===== src/rtl/regfile_dump.sv =====
// Sequential read-out engine: walks the register file read port and streams each word over valid/ready.
// Define REGFILE_DUMP_CHECKSUM_EN to append an XOR checksum word (out_idx = 32) after the last register.
module regfile_dump #(
  parameter int NREGS  = 32,
  parameter int WORD_W = 32
) (
  input  logic              i_clk,
  input  logic              i_nrst,
  input  logic              i_start,
  input  logic              i_abort,
  output logic [4:0]        o_rsel,
  input  logic [WORD_W-1:0] i_rdat,
  output logic              o_out_valid,
  input  logic              i_out_ready,
  output logic [WORD_W-1:0] o_out_data,
  output logic [5:0]        o_out_idx,
  output logic              o_busy,
  output logic              o_done
);

  localparam logic [2:0] S_IDLE  = 3'd0;
  localparam logic [2:0] S_FETCH = 3'd1;
  localparam logic [2:0] S_SEND  = 3'd2;
  localparam logic [2:0] S_DONE  = 3'd4;
`ifdef REGFILE_DUMP_CHECKSUM_EN
  localparam logic [2:0] S_CSUM       = 3'd3;
  localparam logic [2:0] S_AFTER_LAST = S_CSUM;
  localparam logic [5:0] CSUM_IDX     = 6'd32;
`else
  localparam logic [2:0] S_AFTER_LAST = S_DONE;
`endif
  localparam logic [5:0] LAST_IDX = 6'(NREGS - 1);

  logic [2:0]        r_state;
  logic [2:0]        w_next;
  logic              w_nextValid;
  logic [5:0]        r_idx;
  logic [WORD_W-1:0] r_outData;
  logic [5:0]        r_outIdx;
  logic              r_valid;
  logic              r_busy;
  logic              r_done;
`ifdef REGFILE_DUMP_CHECKSUM_EN
  logic [WORD_W-1:0] r_csum;
`endif

  // Abort overrides every non-idle transition, including the handshake in SEND/CSUM.
  always_comb begin
    w_next = r_state;
    case (r_state)
      S_IDLE:  if (i_start && !i_abort) w_next = S_FETCH;
      S_FETCH: w_next = S_SEND;
      S_SEND:  if (i_out_ready) w_next = (r_idx == LAST_IDX) ? S_AFTER_LAST : S_FETCH;
`ifdef REGFILE_DUMP_CHECKSUM_EN
      S_CSUM:  if (i_out_ready) w_next = S_DONE;
`endif
      S_DONE:  w_next = S_IDLE;
      default: w_next = S_IDLE;
    endcase
    if (r_state != S_IDLE && i_abort) w_next = S_IDLE;

    w_nextValid = (w_next == S_SEND);
`ifdef REGFILE_DUMP_CHECKSUM_EN
    if (w_next == S_CSUM) w_nextValid = 1'b1;
`endif
  end

  // Status outputs are decoded from the next state so they are plain flops.
  always_ff @(posedge i_clk) begin
    if (!i_nrst) begin
      r_state   <= S_IDLE;
      r_idx     <= 6'd0;
      r_outData <= '0;
      r_outIdx  <= 6'd0;
      r_valid   <= 1'b0;
      r_busy    <= 1'b0;
      r_done    <= 1'b0;
`ifdef REGFILE_DUMP_CHECKSUM_EN
      r_csum    <= '0;
`endif
    end else begin
      r_state <= w_next;
      r_valid <= w_nextValid;
      r_busy  <= (w_next != S_IDLE);
      r_done  <= (w_next == S_DONE);
      case (r_state)
        S_IDLE: begin
          if (w_next == S_FETCH) begin
            r_idx  <= 6'd0;
`ifdef REGFILE_DUMP_CHECKSUM_EN
            r_csum <= '0;
`endif
          end
        end
        S_FETCH: begin
          if (!i_abort) begin
            r_outData <= i_rdat;
            r_outIdx  <= r_idx;
`ifdef REGFILE_DUMP_CHECKSUM_EN
            r_csum    <= r_csum ^ i_rdat;
`endif
          end
        end
        S_SEND: begin
          if (w_next == S_FETCH) r_idx <= r_idx + 6'd1;
`ifdef REGFILE_DUMP_CHECKSUM_EN
          if (w_next == S_CSUM) begin
            r_outData <= r_csum;
            r_outIdx  <= CSUM_IDX;
          end
`endif
        end
        default: begin
        end
      endcase
    end
  end

  assign o_rsel      = r_idx[4:0];
  assign o_out_valid = r_valid;
  assign o_out_data  = r_outData;
  assign o_out_idx   = r_outIdx;
  assign o_busy      = r_busy;
  assign o_done      = r_done;

endmodule


===== config.mk =====
export PLATFORM = sky130hd
export DESIGN_NAME = regfile_dump
export DESIGN_NICKNAME = d
export VERILOG_FILES = /design/src/rtl/regfile_dump.sv
export SDC_FILE = /design/constraint.sdc
export NUM_CORES = 1
export LEC_CHECK = 0
export CAP_MARGIN = 10
export CORE_MARGIN = 2
export CORE_UTILIZATION = 42
export DETAILED_ROUTE_END_ITERATION = 8
export GPL_TIMING_DRIVEN = 0
export PLACE_DENSITY_LB_ADDON = 0.12
export SETUP_SLACK_MARGIN = 0.5
export SLEW_MARGIN = 20
export SYNTH_ARGS = -nofsm -noshare
export SYNTH_HDL_FRONTEND = slang
export SYNTH_SLANG_ARGS = --single-unit

===== constraint.sdc =====
create_clock -name i_clk -period 2.2 [get_ports i_clk]
set_input_delay 0.33 -clock i_clk [delete_from_list [all_inputs] [get_ports i_clk]]
set_output_delay 0.33 -clock i_clk [all_outputs]
set_load 0.03 [all_outputs]

==> flow_metrics.env <==
export IMPL_initial_core_util=0.4413
export IMPL_power_share_clock=0.355
export IMPL_cts_tree="done"
export IMPL_max_freq_mhz=602.6
export IMPL_crit_required_ps=1870
export IMPL_crit_buf_inv=1
export IMPL_finish_utilization=0.6755
export IMPL_stdcell_count=378
export IMPL_row_count=24
export IMPL_max_vdd_ir_drop_mv=0.4510
export IMPL_wl_per_cell_um=12.02
export IMPL_finClkSkew_ps=7.593
export IMPL_antenna_found_initial=0
export IMPL_grt_overflow=0
export IMPL_seqPwrFrac=0.526
export IMPL_drt_iter0_markers=55
export IMPL_area_growth_pct=53.05
export IMPL_whs_ps=454.7
export IMPL_cp_arrival_ps=1330
export IMPL_slowest_stage="clkdlybuf4s50_1"
export IMPL_path_depth=1
export IMPL_diodes=0
export IMPL_synthDistinctLibCells=31
export IMPL_r2r_slack_ps=570
export IMPL_status="completed"
export IMPL_yosysSeqAreaShare=0.5138
export IMPL_drive_above_1_share=0.09509
export IMPL_cap_violations=0
export IMPL_yosys_warnings=0
export IMPL_cts_htree_levels=2
export IMPL_cp_startpoint="o_out_data[8]$_SDFFE_PN0P_"
export IMPL_reg2reg_from="r_idx[1]$_SDFFE_PN0P_"
export IMPL_drtAntennaViolNets=0
export IMPL_portBuffers=82
export IMPL_hp_start="o_out_data[27]$_SDFFE_PN0P_"
export IMPL_finalCritPeriodShare=0.7543
export IMPL_cts_root_buffer_cell="clkbuf_8"
export IMPL_grt_pass1_vias=1646
export IMPL_cts_hold_fix_buffers=0
export IMPL_num_vias=1807
export IMPL_place_area_sq_um=2834
export IMPL_syn_instance_count=235
export IMPL_place_congestion=0.7610
export IMPL_fin_setup_tns_ps=0
export IMPL_p_sw_mw=0.4040
export IMPL_max_slew_margin=0.5371
export IMPL_clock_sinks=50
export IMPL_nets=363
export IMPL_intPower_mw=1.373
export IMPL_clk_pin_slew_ps=90
export IMPL_first_pass_iters=4
export IMPL_insertion_delay_ps=300
export IMPL_viasPerCell=4.780
export IMPL_p_sw_frac=0.2274
export IMPL_hold_depth=2
export IMPL_power_leakage_nw=1.092
export IMPL_dieArea_sq_um=5199
export IMPL_syn_nets=273
export IMPL_drc=0
export IMPL_pwr_share_comb=0.119
export IMPL_hold_path_class="flip-flop to flip-flop"
export IMPL_final_max_slew_viol_count=0
export IMPL_cp_top_family="buffers and inverters"
export IMPL_cts_buffers=5
export IMPL_rsz0062_at_grt="true"
export IMPL_dp_cells=369
export IMPL_reg2reg_depth=5
export IMPL_grt_max_degree=15
export IMPL_slowest_delay_ps=680
export IMPL_die_x_um=72.11
export IMPL_tightest_slew_ps=694.4
export IMPL_crit_chain="clkdlybuf4s50_1"
export IMPL_crit_type="flip-flop to output port"
export IMPL_io_pins=83
export IMPL_postSynthAreaPerCell_sq_um=8.290
export IMPL_clockBufferDepth=2
export IMPL_start_kind="flip-flop"
export IMPL_power_density_nw_per_um2=595.9
export IMPL_grt_pass1_wl_um=7279
export IMPL_fill_cells=386
export IMPL_min_period_ps=1659
export IMPL_stdcell_area_sq_um=2982
export IMPL_hold_viol=0
export IMPL_setup_viol=0
export IMPL_core_area_sq_um=4414
export IMPL_worstPathMaxFanout=2
export IMPL_wl_um=4543
export IMPL_track_usage=0.1754
export IMPL_die_y_um=72.11
export IMPL_synthesis_area_sq_um=1948
export IMPL_crit_path_end_kind="output port"
export IMPL_ys_seq_elements=50
export IMPL_dp_hpwl_um=3258
## synth_stat cells
cell type / n / area [sq um]
o21ai_0: 3 / 15.01
nand3_1: 2 / 10.01
nor4_2: 1 / 12.51
a2111oi_2: 1 / 15.01
and3_1: 1 / 6.260
nand3b_1: 1 / 7.510
inv_1: 1 / 3.750
mux2i_1: 3 / 30.03
or3_1: 2 / 12.51
o21ai_1: 1 / 5.000
a21oi_1: 41 / 205.2
ha_1: 1 / 12.51
buf_2: 6 / 30.03
or2_1: 1 / 6.260
nor2b_1: 1 / 6.260
nand4_1: 1 / 6.260
clkbuf_1: 6 / 22.52
maj3_2: 1 / 11.26
dfxtp_1: 50 / 1001
buf_4: 5 / 37.54
a2111oi_4: 1 / 27.53
a21o_1: 2 / 15.01
nor3_1: 4 / 20.02
and2_1: 4 / 25.02
nand2_1: 84 / 315.3
a211oi_2: 2 / 25.02
nand4b_1: 1 / 8.760
o21bai_1: 1 / 7.510
a22o_1: 1 / 8.760
nand2b_1: 5 / 31.28
a21boi_0: 1 / 7.510
## power by group through the flow
stage	clock (mW)	combinational [mW]	sequential, mW
finish	0.631	0.212	0.934
global route	0.677	0.229	0.937
CTS	0.648	0.210	0.934
detailed placement	0	0.209	0.954
global placement	0	0.208	0.954
floorplan	0	0.0649	0.983
## cells in the final DEF, fill, tap and decap left out, types with 2 or more instances in the layout
cell	Yosys	final
or3_1	2	2
o21ai_0	3	3
nand3_1	2	2
buf_4	5	6
and2_1	4	4
clkdlybuf4s50_1	0	75
a211oi_2	2	2
clkbuf_8	0	5
dlymetal6s2s_1	0	2
a2111oi_4	1	2
a21oi_1	41	40
dfxtp_1	50	49
buf_2	6	5
dlygate4sd2_1	0	5
mux2i_1	3	3
nand2b_1	5	5
clkbuf_2	0	2
nand2_1	84	84
nor3_1	4	4
clkbuf_1	6	6
## metrics by stage
step,setup WS [ps],total power [mW]
global placement,156.8,1.162
finish,540.6,1.777
detailed placement,163.8,1.163
global route,465.7,1.843
floorplan,575.0,1.048
CTS,511.9,1.791
## metal layers
layer	vias up	share of wire	routed length [um]	track usage
met5	-	0	0	0
met4	0	0.011	51	0.05660
met3	5	0.081	369	0.05556
met2	58	0.45	2041	0.2844
met1	787	0.46	2080	0.2220
li1	957	-	-	-
## path summary, 6_finish.rpt
path	to
max reg2reg	o_busy$_SDFF_PN0_
max	o_out_data[8]
min	o_out_data[27]$_SDFFE_PN0P_
min reg2reg	o_out_data[27]$_SDFFE_PN0P_
## cell type report
type | count | area, sq um | share of cell area
repair buffers | 83 | 827.0 | 0.2774
clock inverters | 1 | 30.03 | 0.01007
inverters | 1 | 3.754 | 0.001259
clock buffers | 7 | 76.32 | 0.02560
plain buffers | 17 | 95.09 | 0.03189
well taps | 52 | 65.06 | 0.02182
multi-input cells | 167 | 882.1 | 0.2958
flip-flops and latches | 50 | 1002 | 0.3361
## state kept, by name, indices dropped and copies added, names as in the netlist
name	cells
o_out_data	32
o_out_idx	6
o_busy	1
r_idx	6
o_out_valid	1
r_state	3
o_done	1
## timing repair
action | 4_1_cts | 5_1_grt
setup buffers | 0 | 1
resized for setup | 8 | 11
endpoints found under the setup margin | 11 | 28
pin swaps | 1 | 1
## kinds of logic after synthesis
logic type | Yosys count | synth area share
simple gates | 108 | 0.2402
flops | 50 | 0.5138
fa+ha+maj | 2 | 0.01220
compound gates | 54 | 0.1702
mux | 3 | 0.01541
buf+inv | 18 | 0.04817
Power figures use the tool's default switching activity.
